--- src/rtl/fifo_pkg.sv ---
// Shared definitions for the flagged synchronous FIFO.
//   ptr_w(depth)  : read/write pointer width for a given depth
//   cnt_w(depth)  : occupancy counter width (must represent 0..depth)
//   fifo_status_t : flag bundle for monitors and testbenches
package fifo_pkg;

  function automatic int ptr_w(input int depth);
    return (depth > 1) ? $clog2(depth) : 1;
  endfunction

  function automatic int cnt_w(input int depth);
    return $clog2(depth + 1);
  endfunction

  typedef struct packed {
    logic full;
    logic empty;
    logic almost_full;
    logic almost_empty;
    logic overflow;
    logic underflow;
  } fifo_status_t;

endpackage

--- src/rtl/fifo_mem.sv ---
// DEPTH x WIDTH register-array storage with one synchronous write port
// and one read port. REG_RD=1 gives a registered read (data captured on
// rd_en, reset to zero); REG_RD=0 gives a combinational read of rd_addr.
// Storage itself is never reset.
// Ports:
//   clk, rst          : clock, async active-high reset (read register only)
//   wr_en/wr_addr/wr_data : write port
//   rd_en/rd_addr     : read strobe (registered mode) and address
//   rd_data           : read data
module fifo_mem #(
  parameter int WIDTH  = 8,
  parameter int DEPTH  = 16,
  parameter int AW     = 4,
  parameter bit REG_RD = 1'b1
) (
  input  logic             clk,
  input  logic             rst,
  input  logic             wr_en,
  input  logic [AW-1:0]    wr_addr,
  input  logic [WIDTH-1:0] wr_data,
  input  logic             rd_en,
  input  logic [AW-1:0]    rd_addr,
  output logic [WIDTH-1:0] rd_data
);

  logic [WIDTH-1:0] mem [DEPTH];

  always_ff @(posedge clk) begin
    if (wr_en) mem[wr_addr] <= wr_data;
  end

  if (REG_RD) begin : g_reg_rd
    logic [WIDTH-1:0] rd_q;
    always_ff @(posedge clk or posedge rst) begin
      if (rst)        rd_q <= '0;
      else if (rd_en) rd_q <= mem[rd_addr];
    end
    assign rd_data = rd_q;
  end else begin : g_comb_rd
    assign rd_data = mem[rd_addr];
  end

endmodule

--- src/rtl/sync_fifo_flags.sv ---
// Single-clock FIFO with programmable almost-full/almost-empty thresholds,
// occupancy output, sticky overflow/underflow flags and an optional
// first-word-fall-through read mode. Any DEPTH >= 2 is supported; pointers
// wrap by compare rather than by natural overflow.
// Ports:
//   clk, rst      : clock, async active-high reset
//   wr_en/data_in : write request and data (accepted only when not full)
//   rd_en         : read request / pop (accepted only when not empty)
//   data_out      : FWFT=0 registered read data; FWFT=1 head of queue
//   full, empty, almost_full, almost_empty : decoded from registered count
//   count         : current occupancy
//   overflow, underflow : sticky error flags, cleared by clr_err
//   clr_err       : synchronous clear of the error flags (set wins)
module sync_fifo_flags
  import fifo_pkg::*;
#(
  parameter int WIDTH     = 8,
  parameter int DEPTH     = 16,
  parameter int AF_THRESH = DEPTH - 2,
  parameter int AE_THRESH = 2,
  parameter int FWFT      = 0
) (
  input  logic                       clk,
  input  logic                       rst,
  input  logic                       wr_en,
  input  logic [WIDTH-1:0]           data_in,
  input  logic                       rd_en,
  output logic [WIDTH-1:0]           data_out,
  output logic                       full,
  output logic                       empty,
  output logic                       almost_full,
  output logic                       almost_empty,
  output logic [$clog2(DEPTH+1)-1:0] count,
  output logic                       overflow,
  output logic                       underflow,
  input  logic                       clr_err
);

  localparam int PW = ptr_w(DEPTH);
  localparam int CW = cnt_w(DEPTH);

  if (WIDTH < 1) begin : g_chk_width
    $fatal(1, "sync_fifo_flags: WIDTH must be >= 1");
  end
  if (DEPTH < 2) begin : g_chk_depth
    $fatal(1, "sync_fifo_flags: DEPTH must be >= 2");
  end
  if (!((AE_THRESH < AF_THRESH) && (AF_THRESH <= DEPTH))) begin : g_chk_thresh
    $fatal(1, "sync_fifo_flags: need AE_THRESH < AF_THRESH <= DEPTH");
  end

  logic [PW-1:0] wr_ptr;
  logic [PW-1:0] rd_ptr;
  logic [CW-1:0] cnt;
  logic          wr_ok;
  logic          rd_ok;

  function automatic logic [PW-1:0] next_ptr(input logic [PW-1:0] p);
    return (p == PW'(DEPTH - 1)) ? '0 : p + 1'b1;
  endfunction

  assign full         = (cnt == CW'(DEPTH));
  assign empty        = (cnt == '0);
  assign almost_full  = (cnt >= CW'(AF_THRESH));
  assign almost_empty = (cnt <= CW'(AE_THRESH));
  assign count        = cnt;

  assign wr_ok = wr_en && !full;
  assign rd_ok = rd_en && !empty;

  always_ff @(posedge clk or posedge rst) begin
    if (rst) begin
      wr_ptr <= '0;
      rd_ptr <= '0;
      cnt    <= '0;
    end else begin
      if (wr_ok) wr_ptr <= next_ptr(wr_ptr);
      if (rd_ok) rd_ptr <= next_ptr(rd_ptr);
      // A single case keeps the count from ever seeing two competing updates.
      case ({wr_ok, rd_ok})
        2'b10:   cnt <= cnt + 1'b1;
        2'b01:   cnt <= cnt - 1'b1;
        default: cnt <= cnt;
      endcase
    end
  end

  // Sticky error flags; a new error in the same cycle as clr_err survives.
  always_ff @(posedge clk or posedge rst) begin
    if (rst) begin
      overflow  <= 1'b0;
      underflow <= 1'b0;
    end else begin
      if (wr_en && full)  overflow <= 1'b1;
      else if (clr_err)   overflow <= 1'b0;
      if (rd_en && empty) underflow <= 1'b1;
      else if (clr_err)   underflow <= 1'b0;
    end
  end

  fifo_mem #(
    .WIDTH  (WIDTH),
    .DEPTH  (DEPTH),
    .AW     (PW),
    .REG_RD (FWFT == 0)
  ) u_mem (
    .clk     (clk),
    .rst     (rst),
    .wr_en   (wr_ok),
    .wr_addr (wr_ptr),
    .wr_data (data_in),
    .rd_en   (rd_ok),
    .rd_addr (rd_ptr),
    .rd_data (data_out)
  );

endmodule

--- config.mk ---
export PLATFORM = sky130hd
export DESIGN_NAME = sync_fifo_flags
export DESIGN_NICKNAME = d
export VERILOG_FILES = /design/src/rtl/fifo_pkg.sv /design/src/rtl/fifo_mem.sv /design/src/rtl/sync_fifo_flags.sv
export SDC_FILE = /design/constraint.sdc
export NUM_CORES = 1
export LEC_CHECK = 0
export ABC_AREA = 1
export CAP_MARGIN = 20
export CORE_MARGIN = 3
export CORE_UTILIZATION = 40
export DETAILED_ROUTE_END_ITERATION = 6
export SKIP_CTS_REPAIR_TIMING = 1
export SLEW_MARGIN = 25
export SYNTH_ARGS = -nofsm -noshare
export SYNTH_HDL_FRONTEND = slang
export SYNTH_SLANG_ARGS = --single-unit
--- constraint.sdc ---
create_clock -name clk -period 2.5 [get_ports clk]
set_input_delay 0.5 -clock clk [delete_from_list [all_inputs] [get_ports clk]]
set_output_delay 0.5 -clock clk [all_outputs]
set_load 0.01 [all_outputs]
Word-level counts from Yosys, hierarchy flattened
Memories as Yosys holds them, arrays and structs flattened. A register that Yosys moved wholly into a read port is not among the register bits.
Cells that the tools add are included.
Operators by class
  order comparisons: 2
  reduce and logical (&&, ||, !) cells: 10
  multiplexer cells: 8
  eq/ne operators: 5
  div/mod/pow operators: 0
  $mul: 0
  add/subtract/negate cells: 4
  shift operators: 0
  bitwise operators: 0
Operators by type and width (number)
  $pmux 5 s2: 1
  $add 4x1->4 const B: 2
  $eq 4x4->1 const B: 2
  $mux 4: 2
  $reduce_bool 2->1: 3
  $add 5x1->5 const B: 1
  $eq 5x5->1 const B: 1
  $ge 5x4->1 const B: 1
  $le 5x2->1 const B: 1
  $logic_not 5->1: 1
  $mux 1: 5
  $sub 5x1->5 const B: 1
  $logic_and 1x1->1: 4
  $eq 2x1->1 const B: 1
  $eq 2x2->1 const B: 1
  $logic_not 1->1: 2
Word-level totals
  memories kept: 1
  input bits: 13
  bits in registers: 15
  latch bits: 0
  word-level logic and storage cells: 35
  memory bits (writable): 128
  output and inout bits: 19
  bits in read-only memories: 0
Memories
  u_mem.mem: depth 16, bits a word 8, read ports 1, clocked after Yosys merged registers in 1, write ports 1, RTL line fifo_mem.sv:26  | logic [WIDTH-1:0] mem [DEPTH];

Logic depth before layout (Yosys ltp)
Gate-level depths: netlist (run 1).
  depth after elaboration: 5
  depth in mapped cells: 15
  mapped depth without buffers: 14

Hierarchy
From an unflattened synthesis (run 1), not the netlist that was laid out.
Second synthesis, totals
  cell total of the unflattened synthesis: 598
  area, all modules: 6517.5 sq um
By module, submodules not included
  fifo_mem: instances 1, cells an instance 482, area each 5595.4 sq um, seq. area each 4043.9 sq um
  sync_fifo_flags: instances 1, cells an instance 116, area each 922.1 sq um, seq. area each 375.4 sq um

Worst setup path after synthesis (run 1)
OpenSTA, ideal clock, no wires.
  kind: register -> register
  start point: reg cnt[2] (netlist: count[2])
  end point: reg cnt[4] (netlist: count[4])
  arrival time: 2.111 ns
  buffers on the path: 1
  setup time: 0.117 ns
  stages on the path, launching flop included: 16
  data required time: 2.383 ns
  path slack: 0.273 ns
  period minus slack after synthesis: 2.227 ns
  path through: dfrtp_1 nor2_1 nand3_1 nand2_1 inv_2 buf_2 ha_1 xor2_1 ha_1 inv_1 nand2_1 nand3_1 nand2_1 xor2_1 nand2_1 nand2_1
On the way
  word-level cells in the longest chain between the ends: 5
  elaborated cells on any way between the ends: 12
  those cells by class: add/sub (2); eq/ne (3); mux (1); reduce/logical (6)
RTL lines
  from (decl): RTL line sync_fifo_flags.sv:54  | logic [CW-1:0] cnt;
  from (signal assigned): RTL line sync_fifo_flags.sv:81  | 2'b10: cnt <= cnt + 1'b1;
  from (signal assigned): RTL line sync_fifo_flags.sv:82  | 2'b01: cnt <= cnt - 1'b1;
  from (signal assigned): RTL line sync_fifo_flags.sv:83  | default: cnt <= cnt;
  $logic_not 5->1 (*): RTL line sync_fifo_flags.sv:63  | assign empty = (cnt == '0);
  $logic_not 1->1 (*): RTL line sync_fifo_flags.sv:69  | assign rd_ok = rd_en && !empty;
  $logic_and 1x1->1 (*): RTL line sync_fifo_flags.sv:69
  named net rd_ok: RTL line sync_fifo_flags.sv:56  | logic rd_ok;
  $eq 2x1->1 or $eq 2x2->1 (tied branches): RTL line sync_fifo_flags.sv:80  | case ({wr_ok, rd_ok})
  $pmux 5 s2 or $reduce_bool 2->1 (tied branches)
The timed path passes the listed nets; every way through them passes the cells marked *.
A chain may end at the register's enable or synchronous reset.

Final worst setup path (run 1)
  start point: reg cnt[3] (netlist: count[3])
  end point: out empty
On the way
  word-level cells in the longest chain between the ends: 1
RTL lines
  $logic_not 5->1: RTL line sync_fifo_flags.sv:63
  to (decl): RTL line sync_fifo_flags.sv:30  | output logic empty,
No other way between the ends.

==> impl_metrics.ini, run 1 <==
[floorplan]
initial_core_util = 0.409
die_height_um = 136
io-pin-count = 32
core-area_mm2 = 0.0166
die_area_mm2 = 0.0186
die_w_um = 136
row_count = 47

[timing]
finalMaxSlewViolations = 0
max_freq_ghz = 0.432
setup_viol = 0
relSlewSlack = 0.493
hold_viol_final = 0
finalSetupTns_ns = 0
rsz0062_at_grt = no
fin_skew_ns = 0.00668
worstMarginPinSlew_ns = 0.759
post-route-min-period_ns = 2.32
fin_crit_sh = 0.926

[setup_path]
r2r_start = count[3]$_DFFE_PP0P_
cp_top_family = buffers and inverters
rrSetupSlack_ns = 0.20
crit_type = reg2out
path_buf_inv = 2
regToRegEndpoint = count[4]$_DFFE_PP0P_
crit_chain = nor2_1, nand3_1, inv_1, clkdlybuf4s50_1
cp.arrival_ns = 1.82
start_kind = flop
cp_slowest_stage_delay_ns = 0.53
worstRegToRegCells = 14
crit_path_top_delay_cell = clkdlybuf4s50_1
endpoint_kind = output pin
timing.critical_path.to = empty
crit_path_max_fanout = 5
startpoint = count[3]$_DFFE_PP0P_
worstPathRequired_ns = 2.00
path_depth = 4

[pwr]
p_total_mw = 9.24
p_sw_frac = 0.351
powerDensity_mw_per_mm2 = 1140
p_int_mw = 6.00
power.leakage_nw = 3.58
clockPowerShare = 0.288
pwr-share-comb = 0.348
peakVddDrop_v = 0.000536
power.switching_mw = 3.25
seqPwrFrac = 0.364

[drt]
vias = 4701
ant_nets = 0
remaining_drc_errors = 0
finalWirelength_um = 15200
dr.pass1.iters = 5
drt_iter0_markers = 518
viasPerCell = 4.83
routedWlPerCell_um = 15.6

[clock_network]
numCtsBuffers = 17
clock_latency_ns = 0.42
cts_root_buffer = clkbuf_16
clock_sinks = 151
htreeDepth = 4
cts_buffer_depth = 2
cts_tree = built
path_clk_slew_ns = 0.06

[logic_synthesis]
synthTopCellsByArea = edfxtp_1, nand2_1, dfrtp_1, nand3_1, inv_1
synth_nets = 710
yosysMostFrequentCell = nand2_1
yosysSeqAreaShare = 0.651
synth_async_sr_flop_share = 0.152
synth_area_mm2 = 0.00679
synth_ff_type = edfxtp_1
synth_largest_area_cell = edfxtp_1
syn_avg_cell_area_um2 = 9.87
synth-seq-cells = 151
synth_cells = 688
yosysTopAreaCellShare = 0.566
synth_cell_types = 24
yosysWarnings = 0
synth_edf_count = 128
yosys-top-cells-count = nand2_1, edfxtp_1, inv_1, nand3_1, dfrtp_1

[place]
io_buffers = 31
dp_hpwl_um = 9900
dp.cells = 944
gp_congestion = 0.899

[global_routing]
antenna_found_initial = 0
grt_pass1_vias = 4444
grt_pass1_wl_um = 24300
grt_overflow = 0
track_usage = 0.176
grt_max_degree = 68

[cells_and_area]
diodes = 0
ff_latch_area_mm2 = 0.00442
final_layout_size_suffix_gt1_frac = 0.0889
nets = 765
n_fill_cell = 1495
stdcell_count = 974
multi_input_area_mm2 = 0.00173
area_growth_pct = 19.0

[worst_hold_path]
hold_class = reg2reg
min_path_cells = 2

[run_status]
status = complete, no violations

[flow_run]
max_cap_viol_count = 0
power by group through the flow:
stage	registers (mW)	clock network, mW	logic (mW)
floorplan	3.37	0	2.08
global placement	3.39	0	3.16
detailed placement	3.41	0	3.23
CTS	3.37	2.72	3.25
global route	3.41	2.82	3.60
finish	3.37	2.66	3.21
stage by stage:
step	util	setup WS, ns	hold WS, ns	area, um^2
floorplan	-	0.273	0.502	6790
global placement	0.450	0.148	0.477	7460
detailed placement	0.450	0.0607	0.469	7460
CTS	0.487	0.161	0.487	8080
global route	0.487	0.0424	0.496	8080
finish	0.487	0.184	0.483	8080
worst min path at each step:
stage | end | slack, ns | start
finish | u_mem.rd_data[6]$_DFFE_PP0P_ | 0.48 | u_mem.rd_data[6]$_DFFE_PP0P_
global route | u_mem.rd_data[6]$_DFFE_PP0P_ | 0.50 | u_mem.rd_data[6]$_DFFE_PP0P_
CTS | u_mem.rd_data[6]$_DFFE_PP0P_ | 0.49 | u_mem.rd_data[6]$_DFFE_PP0P_
detailed placement | u_mem.rd_data[6]$_DFFE_PP0P_ | 0.47 | u_mem.rd_data[6]$_DFFE_PP0P_
global placement | u_mem.rd_data[7]$_DFFE_PP0P_ | 0.48 | u_mem.rd_data[7]$_DFFE_PP0P_
floorplan | count[0]$_DFFE_PP0P_ | 0.50 | rst
registers in the layout (all words and copies together), names as in the netlist:
register and count:
count 5, overflow 1, rd_ptr 4, u_mem.mem 128
u_mem.rd_data 8, underflow 1, wr_ptr 4
layout by cell type, fill, tap and decap left out:
| cell | n |
|---|---|
| edfxtp_1 | 128 |
| buf_4 | 30 |
| a21boi_0 | 1 |
| bufinv_16 | 5 |
| nand2_1 | 229 |
| o21ai_0 | 4 |
| inv_2 | 8 |
| dfrtp_2 | 1 |
| xnor2_1 | 1 |
| nor3_1 | 1 |
| inv_1 | 113 |
| clkinv_1 | 4 |
| o21bai_1 | 1 |
| clkinvlp_4 | 2 |
| nand3_1 | 107 |
| xor2_1 | 5 |
| nor2_1 | 19 |
| clkdlybuf4s50_1 | 31 |
| buf_12 | 2 |
| nor2_2 | 1 |
| ha_1 | 9 |
| clkbuf_1 | 2 |
| clkinv_2 | 1 |
| o31ai_1 | 2 |
| o21ai_1 | 6 |
| a21oi_1 | 2 |
| clkbuf_16 | 17 |
| dfrtp_1 | 22 |
per-layer routing:
layer / routed length (um) / vias up / GRT usage
met1: 6870 / 2260 / 0.245
met3: 823 / 23 / 0.0303
met5: 0 / - / 0
met4: 248 / 0 / 0.0655
met2: 7260 / 114 / 0.277
li1: - / 2304 / -
cells by family after synthesis:
group,count (synthesis),share of synthesized area
AND/OR/NAND/NOR,357,0.218
adder cells (fa/ha/maj),9,0.0166
XOR/XNOR,6,0.00774
buffers and inverters,149,0.0938
AO/OA/AOI/OAI,16,0.0133
flip-flops,151,0.651
area by class of cell:
| class | instances | share of cell area |
|---|---|---|
| well taps | 220 | 0.0341 |
| multi-input cells | 388 | 0.215 |
| inverters | 122 | 0.0567 |
| clock inverters | 11 | 0.0225 |
| repair buffers | 63 | 0.0713 |
| clock buffers | 19 | 0.0536 |
| flip-flops and latches | 151 | 0.547 |
worst min-delay path, stage by stage, from the launching register on:
cell	delay (ns)
dfrtp_1	0.35
nand2_1	0.06
nand2_1	0.05
Power figures use the tool's default switching activity.
==> run 2: changes to the inputs <==
DONT_BUFFER_PORTS = 1   (was not set)
clock period = 2.6 ns   (was 2.5 ns; I/O delays follow)
==> impl_metrics.ini, run 2 (synthesis results as in run 1) <==
[timing]
max_freq_ghz = 0.424
finalMaxSlewViolations = 0
worst_slack_ns = 0.240
finalSetupTns_ns = 0
worstMarginPinSlew_ns = 0.883
fin_crit_sh = 0.908
relSlewSlack = 0.411
fin_skew_ns = 0.00981
hold_viol_final = 0
setup_viol = 0
rsz0062_at_grt = no
post-route-min-period_ns = 2.36

[floorplan]
row_count = 47
core-area_mm2 = 0.0166
initial_core_util = 0.409
io-pin-count = 32
die_height_um = 136
die_w_um = 136
die_area_mm2 = 0.0186

[clock_network]
cts_root_buffer = clkbuf_16
cts_buffer_depth = 2
path_clk_slew_ns = 0.06
cts_tree = built
htreeDepth = 4
clock_latency_ns = 0.42
clock_sinks = 151
numCtsBuffers = 17

[setup_path]
path_buf_inv = 2
endpoint_kind = flop
crit_chain = nor2_1, nand3_1, nand2_1, inv_2, ha_2, xor2_1, ha_1, inv_1, nand2_1, nand3_1, nand2_1, xor2_1, nand2_1, nand2_1
crit_type = reg2reg
rrSetupSlack_ns = 0.24
crit_path_top_delay_cell = dfrtp_1
worstPathRequired_ns = 2.95
worstRegToRegCells = 14
cp_top_family = simple AND/OR/NAND/NOR gates
cp_slowest_stage_delay_ns = 0.49
start_kind = flop
crit_path_max_fanout = 13
r2r_start = count[2]$_DFFE_PP0P_
cp.arrival_ns = 2.71
crit_top_cell = nand2_1
regToRegEndpoint = count[4]$_DFFE_PP0P_

[place]
io_buffers = 0
gp_congestion = 0.928
dp_slack_ns = 0.228
dp_hpwl_um = 9770

[cells_and_area]
layout_commonest_cell = nand2_1
area_growth_pct = 12.7
n_fill_cell = 1548
multi_input_area_mm2 = 0.00174
final_layout_size_suffix_gt1_frac = 0.0833
final_cell_mix = nand2_1, edfxtp_1, inv_1
largest_reg_flops = 128
ff_latch_area_mm2 = 0.00442
regMostFlops = u_mem.mem
nets = 717
diodes = 0
fin_util = 0.462

[drt]
routedWlPerCell_um = 15.9
finalWirelength_um = 14800
drt_iter0_markers = 468
remaining_drc_errors = 0
dr.pass1.iters = 5
ant_nets = 0
viasPerCell = 4.82
wl_met3_um = 673
wl_met1_um = 6600
dr.max_layer_used = met4
met2_length_um = 7220
vias = 4474

[worst_hold_path]
hold_class = in2async

[flow_run]
max_cap_viol_count = 0

[pwr]
p_sw_frac = 0.360
pwr-share-comb = 0.309
peakVddDrop_v = 0.000601
power.switching_mw = 3.07
p_int_mw = 5.47
power.leakage_nw = 3.38
p_total_mw = 8.54
seqPwrFrac = 0.384
clockPowerShare = 0.307
powerDensity_mw_per_mm2 = 1120

[run_status]
status = complete, no violations

[global_routing]
grt_pass1_vias = 4358
antenna_found_initial = 0
grt_max_degree = 68
grt_overflow = 0
track_usage = 0.170
grt_pass1_wl_um = 23500
-- run 2: worst max-delay path by stage --
| stage | endpoint | startpoint | cells after the start | slack (ns) |
|---|---|---|---|---|
| after floorplan | count[4]$_DFFE_PP0P_ | count[2]$_DFFE_PP0P_ | 15 | 0.37 |
| after global placement | count[4]$_DFFE_PP0P_ | count[2]$_DFFE_PP0P_ | 14 | 0.36 |
| after detailed placement | count[4]$_DFFE_PP0P_ | count[1]$_DFFE_PP0P_ | 13 | 0.23 |
| after CTS | count[4]$_DFFE_PP0P_ | count[1]$_DFFE_PP0P_ | 13 | 0.21 |
| after global routing | count[4]$_DFFE_PP0P_ | count[2]$_DFFE_PP0P_ | 14 | 0.002 |
| final | count[4]$_DFFE_PP0P_ | count[2]$_DFFE_PP0P_ | 14 | 0.24 |
-- run 2: area by class of cell --
class | count | area share
Multi-Input combinational cell | 388 | 0.227
Inverter | 122 | 0.0598
Sequential cell | 151 | 0.578
Timing Repair Buffer | 15 | 0.0163
Clock buffer | 17 | 0.0556
Clock inverter | 15 | 0.0273
Tap cell | 220 | 0.0360
-- run 2: metal layers --
layer  GRT usage  up-vias
li1            -     2208
met1       0.224     2141
met2       0.274      108
met3      0.0433       17
met4      0.0588        0
met5           0        -
-- run 2: power by group through the flow --
stage	clock network (mW)	registers (mW)	logic, mW
4_1_cts	2.65	3.28	2.63
2_1_floorplan	0	3.24	2.00
5_1_grt	2.77	3.32	2.99
3_3_place_gp	0	3.31	2.56
6_report	2.62	3.28	2.64
3_5_place_dp	0	3.32	2.62
-- run 2: through the flow --
| step | hold slack, ns | cells | cell area [um^2] |
|---|---|---|---|
| detailed placement | 0.541 | 896 | 7010 |
| floorplan | 0.515 | 688 | 6790 |
| global placement | 0.544 | 896 | 7010 |
| global route | 0.168 | 928 | 7650 |
| finish | 0.179 | 928 | 7650 |
| CTS | 0.180 | 928 | 7650 |
